## src/rtl/kt_pkg.sv

```systemverilog
// Shared definitions for the countdown timer: field widths, the seconds
// limit, the controller state encoding and the preset-seconds clamp.
package kt_pkg;

  localparam int MIN_W = 7;
  localparam int SEC_W = 6;

  localparam logic [SEC_W-1:0] SEC_MAX = SEC_W'(59);

  typedef enum logic [1:0] {
    ST_IDLE  = 2'd0,
    ST_RUN   = 2'd1,
    ST_PAUSE = 2'd2,
    ST_ALARM = 2'd3
  } state_t;

  // Preset seconds above 59 are pinned to 59
  function automatic logic [SEC_W-1:0] clamp_sec(input logic [SEC_W-1:0] s);
    return (s > SEC_MAX) ? SEC_MAX : s;
  endfunction

endpackage

```

## src/rtl/mmss_decrement.sv

```systemverilog
// Combinational mm:ss minus one second. Seconds borrow from minutes when
// they are at zero. An input of 00:00 is passed through unchanged and
// flagged with o_zero so the caller can tell an empty count apart.
module mmss_decrement
  import kt_pkg::*;
(
  input  logic [MIN_W-1:0] i_min,
  input  logic [SEC_W-1:0] i_sec,
  output logic [MIN_W-1:0] o_min,
  output logic [SEC_W-1:0] o_sec,
  output logic             o_zero
);

  // Borrow-and-wrap decrement of the minute:second pair
  always_comb begin
    o_zero = (i_min == '0) && (i_sec == '0);
    o_min  = i_min;
    o_sec  = i_sec;
    if (!o_zero) begin
      if (i_sec == '0) begin
        o_sec = SEC_MAX;
        o_min = i_min - MIN_W'(1);
      end else begin
        o_sec = i_sec - SEC_W'(1);
      end
    end
  end

endmodule

```

## src/rtl/countdown_core.sv

```systemverilog
// Countdown timer core: IDLE / RUN / PAUSE / ALARM controller over a
// registered mm:ss count, decremented once per tick pulse while running.
// Optional feature macro KT_AUTO_SILENCE_EN: when defined, ALARM ends by
// itself on the ALARM_TICKS-th tick; otherwise ALARM holds until clear,
// load or reset and no alarm tick counter is built.
module countdown_core
  import kt_pkg::*;
#(
  parameter int MAX_MIN     = 99,
  parameter int ALARM_TICKS = 30
) (
  input  logic             clk_in,
  input  logic             reset,
  input  logic             tick,
  input  logic             start,
  input  logic             stop,
  input  logic             load,
  input  logic             clear,
  input  logic [MIN_W-1:0] load_min,
  input  logic [SEC_W-1:0] load_sec,
  output logic [MIN_W-1:0] min,
  output logic [SEC_W-1:0] sec,
  output logic             running,
  output logic             alarm,
  output logic             done
);

  localparam logic [MIN_W-1:0] MAX_MIN_L = MIN_W'(MAX_MIN);

  state_t           r_state;
  logic [MIN_W-1:0] r_min;
  logic [SEC_W-1:0] r_sec;
  logic             r_done;

`ifdef KT_AUTO_SILENCE_EN
  localparam int               ACNT_W    = $clog2(ALARM_TICKS + 1);
  localparam logic [ACNT_W-1:0] ACNT_LAST = ACNT_W'(ALARM_TICKS - 1);
  logic [ACNT_W-1:0] r_acnt;
`endif

  logic [MIN_W-1:0] w_dec_min;
  logic [SEC_W-1:0] w_dec_sec;
  logic             w_zero;
  logic             w_expire;
  logic [MIN_W-1:0] w_ld_min;
  logic [SEC_W-1:0] w_ld_sec;

  mmss_decrement u_dec (
    .i_min  (r_min),
    .i_sec  (r_sec),
    .o_min  (w_dec_min),
    .o_sec  (w_dec_sec),
    .o_zero (w_zero)
  );

  // The tick that lands on 00:00 is the expiry tick
  assign w_expire = (w_dec_min == '0) && (w_dec_sec == '0);

  // Preset clamped into the legal display range
  assign w_ld_min = (load_min > MAX_MIN_L) ? MAX_MIN_L : load_min;
  assign w_ld_sec = clamp_sec(load_sec);

  // Controller: state, count, expiry pulse and (optionally) alarm tick count
  always_ff @(posedge clk_in or negedge reset) begin
    if (!reset) begin
      r_state <= ST_IDLE;
      r_min   <= '0;
      r_sec   <= '0;
      r_done  <= 1'b0;
`ifdef KT_AUTO_SILENCE_EN
      r_acnt  <= '0;
`endif
    end else begin
      r_done <= 1'b0;
      case (r_state)
        ST_IDLE, ST_PAUSE: begin
          // load takes priority; stop blocks start, and a start on an
          // empty count is dropped
          if (load) begin
            r_min   <= w_ld_min;
            r_sec   <= w_ld_sec;
            r_state <= ST_IDLE;
          end else if (start && !stop && !w_zero) begin
            r_state <= ST_RUN;
          end
        end
        ST_RUN: begin
          // A stop swallows a coincident tick; load and start are ignored
          if (stop) begin
            r_state <= ST_PAUSE;
          end else if (tick) begin
            r_min <= w_dec_min;
            r_sec <= w_dec_sec;
            if (w_expire) begin
              r_state <= ST_ALARM;
              r_done  <= 1'b1;
`ifdef KT_AUTO_SILENCE_EN
              r_acnt  <= '0;
`endif
            end
          end
        end
        ST_ALARM: begin
          if (load) begin
            r_min   <= w_ld_min;
            r_sec   <= w_ld_sec;
            r_state <= ST_IDLE;
          end else if (clear) begin
            r_state <= ST_IDLE;
          end
`ifdef KT_AUTO_SILENCE_EN
          else if (tick) begin
            if (r_acnt == ACNT_LAST) begin
              r_state <= ST_IDLE;
              r_acnt  <= '0;
            end else begin
              r_acnt <= r_acnt + ACNT_W'(1);
            end
          end
`endif
        end
        default: r_state <= ST_IDLE;
      endcase
    end
  end

  assign min     = r_min;
  assign sec     = r_sec;
  assign done    = r_done;
  assign running = (r_state == ST_RUN);
  assign alarm   = (r_state == ST_ALARM);

endmodule
```

## config.mk

```make
export PLATFORM = sky130hd
export DESIGN_NAME = countdown_core
export DESIGN_NICKNAME = d
export VERILOG_FILES = /design/src/rtl/kt_pkg.sv /design/src/rtl/mmss_decrement.sv /design/src/rtl/countdown_core.sv
export SDC_FILE = /design/constraint.sdc
export NUM_CORES = 1
export LEC_CHECK = 0
export CAP_MARGIN = 20
export CORE_MARGIN = 3
export CORE_UTILIZATION = 35
export DETAILED_ROUTE_END_ITERATION = 16
export PLACE_DENSITY = 0.63
export SYNTH_ARGS = -nofsm -noshare
export SYNTH_HDL_FRONTEND = slang
export SYNTH_SLANG_ARGS = --single-unit
export TNS_END_PERCENT = 5
```

## constraint.sdc

```tcl
create_clock -name clk_in -period 5.3 [get_ports clk_in]
set_clock_uncertainty 0.15 [all_clocks]
set_input_delay 1.325 -clock clk_in [delete_from_list [all_inputs] [get_ports clk_in]]
set_output_delay 1.325 -clock clk_in [all_outputs]
set_load 0.03 [all_outputs]
```

==> results.toml <==
[routing]
dr.pass1.iters = 4
topRoutingLayerUsed = "met4"
drc = 0
wl_met2_um = 1670
drt_iter0_markers = 81
post_drt_via_cell_ratio = 5.76
drt-met1-wl_um = 1770
drt_wl_total_um = 3710
ant_nets = 0
vias = 1341
wire_per_inst_um = 15.9
wl_met3_um = 206

[yosys]
ys_types = 50
ys_seq_area_share_pct = 31.9
synth_edf_count = 0
syn-num-nets = 175
synthFlopType = "dfrtp_1"
ys_warn_count = 0
synth_area_leaders = "dfrtp_1, nor2_1, a21oi_1"
syn-cell-area_um2 = 1260
synth_top_area_share_pct = 31.9
netlist_instances = 153
syn_avg_cell_area_um2 = 8.21
synth_top_area_cell = "dfrtp_1"
ys_async_sr_fraction_pct = 100
synth_seq_cells = 16

[power]
vdd_ir_drop_max_uv = 201
p_leak_nw = 0.647
power_density_nw_per_um2 = 483

[die]
die_area_um2 = 4340
ioPinCount = 36
rows = 21
die_h_um = 65.9
fp.dieW_um = 65.9
core_area_um2 = 3390
initial_utilization_pct = 37.1

[sta]
holdWs_ns = 0.434
maxSlewHeadroom_pct = 49.1
fmax_mhz = 279
hold_violations = 0
fin_ws_ns = 1.72
rsz0062_at_grt = "no"
finalCriticalPeriod_ns = 3.58
final.period_utilization_pct = 67.6
drv_slew = 0
tightest_slew_ns = 0.762
finalSetupTns_ns = 0
setup_viol = 0

[setup_path]
crit_fanout = 20
endpoint_kind = "output pin"
worstPathCellList = "nand2b_1, buf_4, inv_1, clkdlybuf4s50_1"
cp_num_buf_inv = 3
cp_top_family = "buffers and inverters"
crit_path_top_delay_cell = "clkdlybuf4s50_1"
critPathRequiredTime_ns = 3.83
worstSetupPathType = "flop to output pin"
critPathLaunchType = "flop"
slowest_delay_ns = 0.75
arrival_ns = 2.11

[finish]
layout-drive-gt1-share_pct = 10.2
postLayoutCoreUtil_pct = 49.5
diodes = 0
instances_no_fill = 233
multi_input_area_um2 = 801
fillers = 335
regArea_um2 = 400
num-nets-final = 211
syn2layout_area_growth_pct = 33.5

[grt]
overflow = 0
grt_max_degree = 24
grt_pass1_wl_um = 6270
grt_use_total_pct = 18.6
grt_pass1_vias = 1276
antenna_found_initial = 0

[clocking]
htreeDepth = 1
cts_max_path_buffers = 2
clk_latency_ns = 0.30
ctsHoldBuffers = 0
cts_tree = "yes"
clkTransAtPathRegs_ns = 0.09
numCtsBuffers = 3
cts_num_sinks = 16
cts-root-buf = "clkbuf_4"
cts_setup_buffers = 0
post_cts_resize_count = 0

[place]
dpl.cell_count = 230
routabilityCongestion = 0.930
dp_hpwl_um = 2760
portBuffers = 35
post-place-ws_ns = 2.07

[worst_hold_path]
holdCritPathClass = "flop to flop"

[flow_run]
max-cap-violations = 0

[status]
status = "completed"
-- power breakdown --
part	switching (mW)	total, mW	internal (mW)
registers	0.0979	0.264	0.167
logic	0.277	0.480	0.203
clock network	0.0398	0.0663	0.0265
-- worst paths after layout --
kind | startpoint | endpoint | slack (ns) | cells past startpoint
worst max-delay path | r_state[1]$_DFFE_PN0P_ | running | 1.72 | 4
worst min-delay path | r_state[0]$_DFFE_PN0P_ | r_state[1]$_DFFE_PN0P_ | 0.43 | 2
worst max register to register | min[1]$_DFFE_PN0P_ | r_state[1]$_DFFE_PN0P_ | 2.80 | 7
worst min register to register | r_state[0]$_DFFE_PN0P_ | r_state[1]$_DFFE_PN0P_ | 0.43 | 2
max in group asynchronous | reset | sec[0]$_DFFE_PN0P_ | 3.21 | 1
min in group asynchronous | reset | r_state[0]$_DFFE_PN0P_ | 1.32 | 1
-- Yosys cell counts, types with 2 or more instances --
cell and count:
nand2_1 8, mux2_2 2, buf_2 2, nor2_1 24
a21oi_1 16, o21ai_0 10, ha_1 2, clkbuf_1 3
nor4_1 3, a32oi_1 3, a211oi_2 2, o21ai_1 2
a22oi_1 2, nor3_1 4, inv_1 8, nand2b_1 4
a31oi_1 3, dfrtp_1 16, nand4_1 3, o22a_1 4
and2_1 3
-- worst min-delay path: cells and delay by family (launching register included) --
| family | cells | cell delay [ns] |
|---|---|---|
| DFF | 1 | 0.41 |
| AOI/OAI and AO/OA | 2 | 0.15 |
-- metal layers --
metal | global-route usage (%) | vias up
met1 | 26.8 | 631
li1 | - | 650
met2 | 27.8 | 53
met3 | 2.55 | 7
met4 | 7.25 | 0
met5 | 0 | -
-- final cells by class --
| cell class | instances | share of cell area, % |
|---|---|---|
| well taps | 46 | 3.43 |
| repair buffers | 37 | 21.8 |
| clock buffers | 3 | 1.34 |
| flip-flops and latches | 16 | 23.9 |
| inverters | 8 | 1.79 |
| multi-input cells | 123 | 47.8 |
-- metrics by stage --
stage               total power [mW]  cell area [µm²]
CTS                            0.810             1680
detailed placement             0.742             1650
global route                   0.875             1680
global placement               0.735             1650
floorplan                      0.564             1260
finish                         0.810             1680
-- cells in the final DEF (no fill, tap or decap), types with 3 or more instances in the layout --
| master | instances |
|---|---|
| a31oi_1 | 3 |
| clkbuf_4 | 3 |
| nor2_1 | 24 |
| dfrtp_1 | 16 |
| a21oi_1 | 16 |
| nand2_1 | 8 |
| inv_1 | 8 |
| o22a_1 | 4 |
| o21ai_0 | 10 |
| nand4_1 | 3 |
| a32oi_1 | 3 |
| nor3_1 | 4 |
| nand2b_1 | 4 |
| and2_1 | 3 |
| clkdlybuf4s50_1 | 35 |
| nor4_1 | 3 |
-- state kept, by name, summed over array words and instances, names as in the netlist --
| signal | cells |
|---|---|
| r_state | 2 |
| sec | 6 |
| min | 7 |
| done | 1 |
-- kinds of logic (layout without fill, tap and decap cells) --
family | after synthesis | count (layout) | synth area share, %
AND/OR/NAND/NOR | 65 | 65 | 30.3
AO/OA/AOI/OAI | 54 | 54 | 29.7
flip-flops | 16 | 16 | 31.9
buffers and inverters | 14 | 48 | 4.38
adder cells (fa/ha/maj) | 2 | 2 | 1.99
multiplexers | 2 | 2 | 1.79
Power figures use the tool's default switching activity.
